## src/rtl/ysyx_22051013_hzd_ctrl_if.sv

```systemverilog
// Hazard controller bundle: stage requests/bus status in, stall/flush/redirect out.
// master = pipeline side driving requests, slave = hazard controller.
interface ysyx_22051013_hzd_ctrl_if #(
    parameter int PC_W  = 64,
    parameter int CNT_W = 32
);
    logic             id_stall_req;
    logic             id_jump_req;
    logic [PC_W-1:0]  id_jump_pc;
    logic             ex_busy;
    logic             if_busy;
    logic             ls_busy;
    logic             trap_req;
    logic [PC_W-1:0]  trap_pc;
    logic             pc_stall;
    logic             if_id_stall;
    logic             id_ex_stall;
    logic             ex_ls_stall;
    logic             ls_wb_stall;
    logic             if_id_flush;
    logic             id_ex_flush;
    logic             ex_ls_flush;
    logic             ls_wb_flush;
    logic             redirect_valid;
    logic [PC_W-1:0]  redirect_pc;
    logic [CNT_W-1:0] stall_cnt;
    logic [CNT_W-1:0] redir_cnt;

    modport master (
        output id_stall_req, id_jump_req, id_jump_pc, ex_busy,
        output if_busy, ls_busy, trap_req, trap_pc,
        input  pc_stall, if_id_stall, id_ex_stall, ex_ls_stall,
        input  ls_wb_stall, if_id_flush, id_ex_flush, ex_ls_flush,
        input  ls_wb_flush, redirect_valid, redirect_pc,
        input  stall_cnt, redir_cnt
    );

    modport slave (
        input  id_stall_req, id_jump_req, id_jump_pc, ex_busy,
        input  if_busy, ls_busy, trap_req, trap_pc,
        output pc_stall, if_id_stall, id_ex_stall, ex_ls_stall,
        output ls_wb_stall, if_id_flush, id_ex_flush, ex_ls_flush,
        output ls_wb_flush, redirect_valid, redirect_pc,
        output stall_cnt, redir_cnt
    );
endinterface

```

## src/rtl/ysyx_22051013_hzd_ctrl.sv

```systemverilog
// Pipeline hazard controller: merges stage hazards into stall/flush/redirect.
// Ports: clk, rst (async high), bus (slave modport) carrying requests and controls.
module ysyx_22051013_hzd_ctrl #(
    parameter int PC_W  = 64,
    parameter int CNT_W = 32
) (
    input logic clk,
    input logic rst,
    ysyx_22051013_hzd_ctrl_if.slave bus
);
    typedef enum logic [1:0] {
        RUN,
        REDIR_WAIT,
        TRAP_DRAIN,
        TRAP_FLUSH
    } state_t;

    state_t           state;
    state_t           nxt;
    logic [PC_W-1:0]  jump_pc_q;
    logic [PC_W-1:0]  trap_pc_q;
    logic [CNT_W-1:0] stall_cnt_q;
    logic [CNT_W-1:0] redir_cnt_q;

    // stage vectors ordered {if_id, id_ex, ex_ls, ls_wb}
    logic             pc_stall_c;
    logic [3:0]       stall_c;
    logic [3:0]       flush_c;
    logic             rv_c;
    logic [PC_W-1:0]  rpc_c;
    logic             jump_ld;
    logic             trap_ld;

    always_comb begin
        nxt        = state;
        pc_stall_c = 1'b0;
        stall_c    = 4'b0000;
        flush_c    = 4'b0000;
        rv_c       = 1'b0;
        rpc_c      = '0;
        jump_ld    = 1'b0;
        trap_ld    = 1'b0;
        unique case (state)
            RUN: begin
                if (bus.trap_req) begin
                    pc_stall_c = 1'b1;
                    stall_c    = 4'b1111;
                    trap_ld    = 1'b1;
                    nxt        = TRAP_DRAIN;
                end else if (bus.ls_busy) begin
                    pc_stall_c = 1'b1;
                    stall_c    = 4'b1110;
                    flush_c    = 4'b0001;
                end else if (bus.ex_busy) begin
                    pc_stall_c = 1'b1;
                    stall_c    = 4'b1100;
                    flush_c    = 4'b0010;
                end else if (bus.id_stall_req) begin
                    // ID operands are stale, so any jump it raises is bogus
                    pc_stall_c = 1'b1;
                    stall_c    = 4'b1000;
                    flush_c    = 4'b0100;
                end else if (bus.id_jump_req && !bus.if_busy) begin
                    rv_c    = 1'b1;
                    rpc_c   = bus.id_jump_pc;
                    flush_c = 4'b1000;
                end else if (bus.id_jump_req) begin
                    // fetch in flight: park the target until the bus frees
                    pc_stall_c = 1'b1;
                    flush_c    = 4'b1000;
                    jump_ld    = 1'b1;
                    nxt        = REDIR_WAIT;
                end
            end
            REDIR_WAIT: begin
                if (bus.trap_req) begin
                    pc_stall_c = 1'b1;
                    stall_c    = 4'b1111;
                    trap_ld    = 1'b1;
                    nxt        = TRAP_DRAIN;
                end else begin
                    flush_c = 4'b1000;
                    if (!bus.if_busy) begin
                        rv_c  = 1'b1;
                        rpc_c = jump_pc_q;
                        nxt   = RUN;
                    end else begin
                        pc_stall_c = 1'b1;
                    end
                end
            end
            TRAP_DRAIN: begin
                pc_stall_c = 1'b1;
                stall_c    = 4'b1111;
                if (!bus.ls_busy && !bus.if_busy) begin
                    nxt = TRAP_FLUSH;
                end
            end
            TRAP_FLUSH: begin
                flush_c = 4'b1111;
                rv_c    = 1'b1;
                rpc_c   = trap_pc_q;
                nxt     = RUN;
            end
            default: nxt = RUN;
        endcase
    end

    // every control is held low while reset is asserted
    always_comb begin
        bus.pc_stall       = pc_stall_c & ~rst;
        bus.if_id_stall    = stall_c[3] & ~rst;
        bus.id_ex_stall    = stall_c[2] & ~rst;
        bus.ex_ls_stall    = stall_c[1] & ~rst;
        bus.ls_wb_stall    = stall_c[0] & ~rst;
        bus.if_id_flush    = flush_c[3] & ~rst;
        bus.id_ex_flush    = flush_c[2] & ~rst;
        bus.ex_ls_flush    = flush_c[1] & ~rst;
        bus.ls_wb_flush    = flush_c[0] & ~rst;
        bus.redirect_valid = rv_c & ~rst;
        bus.redirect_pc    = rst ? '0 : rpc_c;
        bus.stall_cnt      = stall_cnt_q;
        bus.redir_cnt      = redir_cnt_q;
    end

    always_ff @(posedge clk or posedge rst) begin
        if (rst) begin
            state       <= RUN;
            jump_pc_q   <= '0;
            trap_pc_q   <= '0;
            stall_cnt_q <= '0;
            redir_cnt_q <= '0;
        end else begin
            state <= nxt;
            if (jump_ld) jump_pc_q <= bus.id_jump_pc;
            if (trap_ld) trap_pc_q <= bus.trap_pc;
            if (pc_stall_c && stall_cnt_q != '1)
                stall_cnt_q <= stall_cnt_q + 1'b1;
            if (rv_c && redir_cnt_q != '1)
                redir_cnt_q <= redir_cnt_q + 1'b1;
        end
    end
endmodule

```

## src/flat_wrapper.sv

```systemverilog
// flat-port wrapper written by rule: the top's interface ports become plain ports
module ysyx_22051013_hzd_ctrl_flat 
#(
    parameter int PC_W  = 64,
    parameter int CNT_W = 32
)
  (clk, rst, bus_id_stall_req, bus_id_jump_req, bus_id_jump_pc, bus_ex_busy, bus_if_busy, bus_ls_busy, bus_trap_req, bus_trap_pc, bus_pc_stall, bus_if_id_stall, bus_id_ex_stall, bus_ex_ls_stall, bus_ls_wb_stall, bus_if_id_flush, bus_id_ex_flush, bus_ex_ls_flush, bus_ls_wb_flush, bus_redirect_valid, bus_redirect_pc, bus_stall_cnt, bus_redir_cnt);
  ysyx_22051013_hzd_ctrl_if #(.PC_W(PC_W), .CNT_W(CNT_W)) bus_i ();
  input logic clk;
  input logic rst;
  input wire logic [$bits(bus_i.id_stall_req)-1:0] bus_id_stall_req;
  input wire logic [$bits(bus_i.id_jump_req)-1:0] bus_id_jump_req;
  input wire logic [$bits(bus_i.id_jump_pc)-1:0] bus_id_jump_pc;
  input wire logic [$bits(bus_i.ex_busy)-1:0] bus_ex_busy;
  input wire logic [$bits(bus_i.if_busy)-1:0] bus_if_busy;
  input wire logic [$bits(bus_i.ls_busy)-1:0] bus_ls_busy;
  input wire logic [$bits(bus_i.trap_req)-1:0] bus_trap_req;
  input wire logic [$bits(bus_i.trap_pc)-1:0] bus_trap_pc;
  output wire logic [$bits(bus_i.pc_stall)-1:0] bus_pc_stall;
  output wire logic [$bits(bus_i.if_id_stall)-1:0] bus_if_id_stall;
  output wire logic [$bits(bus_i.id_ex_stall)-1:0] bus_id_ex_stall;
  output wire logic [$bits(bus_i.ex_ls_stall)-1:0] bus_ex_ls_stall;
  output wire logic [$bits(bus_i.ls_wb_stall)-1:0] bus_ls_wb_stall;
  output wire logic [$bits(bus_i.if_id_flush)-1:0] bus_if_id_flush;
  output wire logic [$bits(bus_i.id_ex_flush)-1:0] bus_id_ex_flush;
  output wire logic [$bits(bus_i.ex_ls_flush)-1:0] bus_ex_ls_flush;
  output wire logic [$bits(bus_i.ls_wb_flush)-1:0] bus_ls_wb_flush;
  output wire logic [$bits(bus_i.redirect_valid)-1:0] bus_redirect_valid;
  output wire logic [$bits(bus_i.redirect_pc)-1:0] bus_redirect_pc;
  output wire logic [$bits(bus_i.stall_cnt)-1:0] bus_stall_cnt;
  output wire logic [$bits(bus_i.redir_cnt)-1:0] bus_redir_cnt;
  assign bus_i.id_stall_req = bus_id_stall_req;
  assign bus_i.id_jump_req = bus_id_jump_req;
  assign bus_i.id_jump_pc = bus_id_jump_pc;
  assign bus_i.ex_busy = bus_ex_busy;
  assign bus_i.if_busy = bus_if_busy;
  assign bus_i.ls_busy = bus_ls_busy;
  assign bus_i.trap_req = bus_trap_req;
  assign bus_i.trap_pc = bus_trap_pc;
  assign bus_pc_stall = bus_i.pc_stall;
  assign bus_if_id_stall = bus_i.if_id_stall;
  assign bus_id_ex_stall = bus_i.id_ex_stall;
  assign bus_ex_ls_stall = bus_i.ex_ls_stall;
  assign bus_ls_wb_stall = bus_i.ls_wb_stall;
  assign bus_if_id_flush = bus_i.if_id_flush;
  assign bus_id_ex_flush = bus_i.id_ex_flush;
  assign bus_ex_ls_flush = bus_i.ex_ls_flush;
  assign bus_ls_wb_flush = bus_i.ls_wb_flush;
  assign bus_redirect_valid = bus_i.redirect_valid;
  assign bus_redirect_pc = bus_i.redirect_pc;
  assign bus_stall_cnt = bus_i.stall_cnt;
  assign bus_redir_cnt = bus_i.redir_cnt;
  ysyx_22051013_hzd_ctrl #(.PC_W(PC_W), .CNT_W(CNT_W)) u_core (.clk(clk), .rst(rst), .bus(bus_i));
endmodule
```

## config.mk

```make
export PLATFORM = sky130hd
export DESIGN_NAME = ysyx_22051013_hzd_ctrl_flat
export DESIGN_NICKNAME = d
export VERILOG_FILES = /design/src/rtl/ysyx_22051013_hzd_ctrl_if.sv /design/src/rtl/ysyx_22051013_hzd_ctrl.sv /design/src/flat_wrapper.sv
export SDC_FILE = /design/constraint.sdc
export NUM_CORES = 1
export LEC_CHECK = 0
export CAP_MARGIN = 0
export CORE_MARGIN = 2
export CORE_UTILIZATION = 40
export CTS_BUF_LIST = sky130_fd_sc_hd__clkbuf_8
export DETAILED_ROUTE_END_ITERATION = 6
export PLACE_DENSITY = 0.75
export RECOVER_POWER = 50
export SLEW_MARGIN = 20
export SYNTH_ARGS = -nofsm -noshare
export SYNTH_HDL_FRONTEND = slang
export SYNTH_SLANG_ARGS = --single-unit
```

## constraint.sdc

```tcl
create_clock -name clk -period 27 [get_ports clk]
set_clock_uncertainty 0.15 [all_clocks]
set_input_delay 5.4 -clock clk [delete_from_list [all_inputs] [get_ports clk]]
set_output_delay 5.4 -clock clk [all_outputs]
set_load 0.01 [all_outputs]
```

==> Word-level counts from Yosys, hierarchy flattened <==
Index checks and enable logic that the tools add are counted.
{ "totals": {"ff_bits": 194, "in_bits": 136, "out_inout_bits": 138, "elab_cells": 96} }
{ "classes": {"add_sub_neg": 2, "eq_ne": 12, "muxes": 57, "n_bitwise": 11, "n_reduce_logical": 9} }
{ "ops": {"columns": ["cell", "n"], "rows": [
  ["64-bit 2-to-1 mux", 8],
  ["64-bit case mux with 3 select lines", 1],
  ["32-bit by 1-bit adder with 32-bit output, second input constant", 2],
  ["32-bit inequality test, second input constant", 2],
  ["4-bit 2-to-1 mux", 12],
  ["4-bit case mux with 3 select lines", 2],
  ["1-bit 2-to-1 mux", 22],
  ["2-bit 2-to-1 mux", 9],
  ["3-bit inequality test, second input constant", 6],
  ["1-bit bitwise AND", 10],
  ["2-bit case mux with 4 select lines", 1],
  ["7-bit AND reduction", 1],
  ["1-bit case mux with 3 select lines", 2],
  ["2-bit equality test, second input constant", 2],
  ["1-bit logical AND", 4],
  ["2-bit by 1-bit equality test with 1-bit output, second input constant", 1],
  ["1-bit zero test", 2],
  ["2-bit zero test", 1],
  ["2-bit by 1-bit inequality test with 1-bit output, second input constant", 1],
  ["2-bit OR reduction", 1],
  ["1-bit inverter", 1]
]} }

==> Logic depth before layout (Yosys ltp) <==
{ "logic_depth": {"depth_word": 9, "depth_mapped": 8} }

==> Worst setup path before layout <==
No wires, ideal clock.
{ "synth_timing": {"path_kind": "input-to-output", "start": "input port rst", "end": "output port bus_redirect_pc[13]", "arrival_time_ns": 10.964, "t_required_ns": 21.450, "slack_ns": 10.486, "path_stages": 6, "path_buffers": 3, "cell_sequence": "clkbuf_1 > inv_1 > o21ai_0 > clkbuf_1 > clkbuf_1 > nor2_1"} }
{ "synth_between": {"elab_chain_cells": 1} }
{ "synth_lines": {"columns": ["item", "line", "source"], "rows": [
  ["start: declaration", "flat_wrapper.sv:10", "input logic rst;"],
  ["64-bit 2-to-1 mux", "ysyx_22051013_hzd_ctrl.sv:121", "bus.redirect_pc = rst ? '0 : rpc_c;"],
  ["end: declaration", "flat_wrapper.sv:29", "output wire logic [$bits(bus_i.redirect_pc)-1:0] bus_redirect_pc;"]
]} }
No other way between the ends.

==> Worst setup path after layout <==
{ "layout_timing": {"start": "input port rst", "end": "output port bus_redirect_pc[24]"} }
The elaborated chain is that of the path after synthesis.

==> results.sh <==
export IMPL_synth_area_leader_cell="dfrtp_1"
export IMPL_critPathMaxFanout=129
export IMPL_h_tree_depth=4
export IMPL_clockBufferDepth=2
export IMPL_cts_clk_slew_worst_paths_ps=110
export IMPL_grt_pass1_wl_um=40800
export IMPL_hold_violations=0
export IMPL_track_usage_pct=21.1
export IMPL_fillers=1945
export IMPL_crit_arrival_ps=12900
export IMPL_hold_buffers=0
export IMPL_grtUsageMet3_pct=4.21
export IMPL_vdd_drop_max_mv=0.0347
export IMPL_dieArea_um2=24100
export IMPL_synth_seq_cells=194
export IMPL_postCtsSetupRepairBufs=0
export IMPL_yosys_warnings=0
export IMPL_clock_sinks=194
export IMPL_netlist_area_um2=9170
export IMPL_cts_tree="yes"
export IMPL_start_util_pct=40.6
export IMPL_synth_compound_area_share_pct=8.26
export IMPL_synth_edf_count=0
export IMPL_cts_inserted_buffers=17
export IMPL_fmax_mhz=54.2
export IMPL_synth_fa_ha_area_share_pct=0.273
export IMPL_leakage_nw=5.33
export IMPL_gr_usage_met1_pct=28.4
export IMPL_synthFlopType="dfrtp_1"
export IMPL_worst_ep_required_time_ps=21450
export IMPL_syn_avg_cell_area_um2=11.9
export IMPL_fp_row_count=55
export IMPL_synthMuxAreaShare_pct=16.0
export IMPL_cp_end_kind="output port"
export IMPL_gp_congestion=0.791
export IMPL_grt_start_max_net_pins=130
export IMPL_dr_pass1_iters=7
export IMPL_failed_checks="DRC, capacitance limit, slew limit"
export IMPL_synth_top_family_by_area="multiplexers"
export IMPL_grt_antenna_before_repair=0
export IMPL_ant_nets=0
export IMPL_yosysMostFrequentCell="dfrtp_1"
export IMPL_io_pins=274
export IMPL_clk_latency_ps=450
export IMPL_wl_per_cell_um=19.4
export IMPL_path_class="in2out"
export IMPL_ys_async_sr_fraction_pct=100
export IMPL_core_area_um2=22600
export IMPL_cp_start_kind="primary input"
export IMPL_wl_um=25500
export IMPL_drc=6
export IMPL_area_delta_synth_final_pct=36.1
export IMPL_slew_headroom_pct=-280
export IMPL_finalCritPeriodShare_pct=68.3
export IMPL_max_cap_viol_count=2
export IMPL_min_period_ps=18450
export IMPL_drt_first_iter_violations=613
export IMPL_grtUsageMet2_pct=34.8
export IMPL_cts_resized=0
export IMPL_synth_xor_area_share_pct=5.83
export IMPL_place_hpwl_um=16600
export IMPL_drv_slew=195
export IMPL_power_mw=0.754
export IMPL_synth_top_area_share_pct=53.0
export IMPL_synth_simple_area_share_pct=13.9
export IMPL_finalSetupViolations=0
export IMPL_grt_pass1_vias=7625
export IMPL_worst_pin_slew_ps=5670
export IMPL_ys_seq_area_share_pct=53.0
export IMPL_syn_num_nets=907
export IMPL_postSynthCellCount=769
export IMPL_die_h_um=155
export IMPL_port_buffers=273
export IMPL_die_x_um=155
export IMPL_diodes=0
export IMPL_cts_root_buf="clkbuf_8"
export IMPL_top_usage_layer="met2"
export IMPL_tns_ps=0
export IMPL_hold_path_class="reg2reg"
export IMPL_netlist_top_cells_area="dfrtp_1, mux2_2, a222oi_1"
export IMPL_vias=7372
export IMPL_viasPerCell=5.61
export IMPL_gr_total_overflow=0
export IMPL_synthTopCellsByCount="dfrtp_1, mux2_2, nor2_1"
export IMPL_drive_gt1_share_pct=17.5
export IMPL_power_density_nw_per_um2=60.5
export IMPL_status="finished, violations left"
export IMPL_nets=1155
export IMPL_ys_types=45
export IMPL_rsz0062_at_grt="no"
[sequential cells by signal, summed over array words and instances (netlist names)]
signal,count
u_core.bus.redir_cnt,32
u_core.bus.stall_cnt,32
u_core.jump_pc_q,64
u_core.state,2
u_core.trap_pc_q,64
[path summary, 6_finish.rpt]
check	from	to	cells after the start	slack, ps
setup / recovery	rst	bus_redirect_pc[24]	6	8550
hold / removal	u_core.bus.stall_cnt[7]$_DFFE_PP0P_	u_core.bus.stall_cnt[7]$_DFFE_PP0P_	1	340
setup reg to reg	u_core.state[1]$_DFFE_PP0P_	u_core.trap_pc_q[4]$_DFFE_PP0P_	3	22670
hold reg to reg	u_core.bus.stall_cnt[7]$_DFFE_PP0P_	u_core.bus.stall_cnt[7]$_DFFE_PP0P_	1	340
max in group asynchronous	rst	u_core.bus.redir_cnt[26]$_DFFE_PP0P_	3	16830
min in group asynchronous	rst	u_core.bus.stall_cnt[5]$_DFFE_PP0P_	2	7180
[per-stage QoR]
stage / hold slack [ps] / cell area [um2] / utilization, % / setup WS (ps) / instances
2_1_floorplan: 330 / 9170 / - / 10490 / 769
3_3_place_gp: 327 / 12100 / 53.8 / 12940 / 1283
3_5_place_dp: 332 / 12100 / 53.8 / 12910 / 1283
4_1_cts: 350 / 12500 / 55.5 / 12900 / 1315
5_1_grt: 356 / 12500 / 55.3 / 7110 / 1315
6_report: 341 / 12500 / 55.3 / 8550 / 1315
[logic make-up (layout without fill, tap and decap cells)]
| kind of cell | count (synthesis) | in the layout |
|---|---|---|
| flops | 194 | 194 |
| xor+xnor | 61 | 61 |
| simple gates | 241 | 241 |
| mux | 130 | 130 |
| buf+inv | 59 | 320 |
| fa+ha+maj | 2 | 2 |
| compound gates | 82 | 82 |
[metal layers]
layer,wire length (um),up-vias
met5,0,-
met4,389,0
met3,1530,24
met2,12400,271
met1,11200,3697
li1,-,3380
[cell usage in the layout (no fill, tap or decap), types with 5 or more instances in the layout]
cell / n
mux2_2: 130
inv_1: 8
nand4_1: 21
xnor2_1: 30
a21oi_1: 6
and3_1: 14
nor4_1: 13
nand3_1: 26
clkdlybuf4s50_1: 206
inv_6: 5
buf_4: 5
nand2_1: 26
dfrtp_1: 194
dlygate4sd3_1: 67
nor2_1: 85
clkbuf_8: 17
nor4b_1: 8
nor3_1: 19
xor2_1: 31
a222oi_1: 64
[where the power goes]
| part | leakage (nW) | switching [mW] | internal [mW] | total (mW) |
|---|---|---|---|---|
| sequential | 2.50 | 0.0427 | 0.358 | 0.400 |
| combinational | 2.63 | 0.0692 | 0.101 | 0.170 |
| clock | 0.199 | 0.115 | 0.0688 | 0.184 |
[critical path, stage by stage]
cell and delay [ps]:
dlygate4sd3_1 760, clkinvlp_2 4240, o21ai_4 930, buf_4 760, nor2_1 160, clkdlybuf4s50_1 550
[final cells by class]
cell class,instances,area [um2],area share (%)
clock inverter,15,150,1.20
sequential,194,4850,38.9
tap,285,357,2.86
clock buffer,17,234,1.88
multi-input combinational,516,4070,32.6
timing repair buffer,280,2780,22.3
inverter,8,31.3,0.251
No activity file was read; power rests on OpenSTA's default activity.
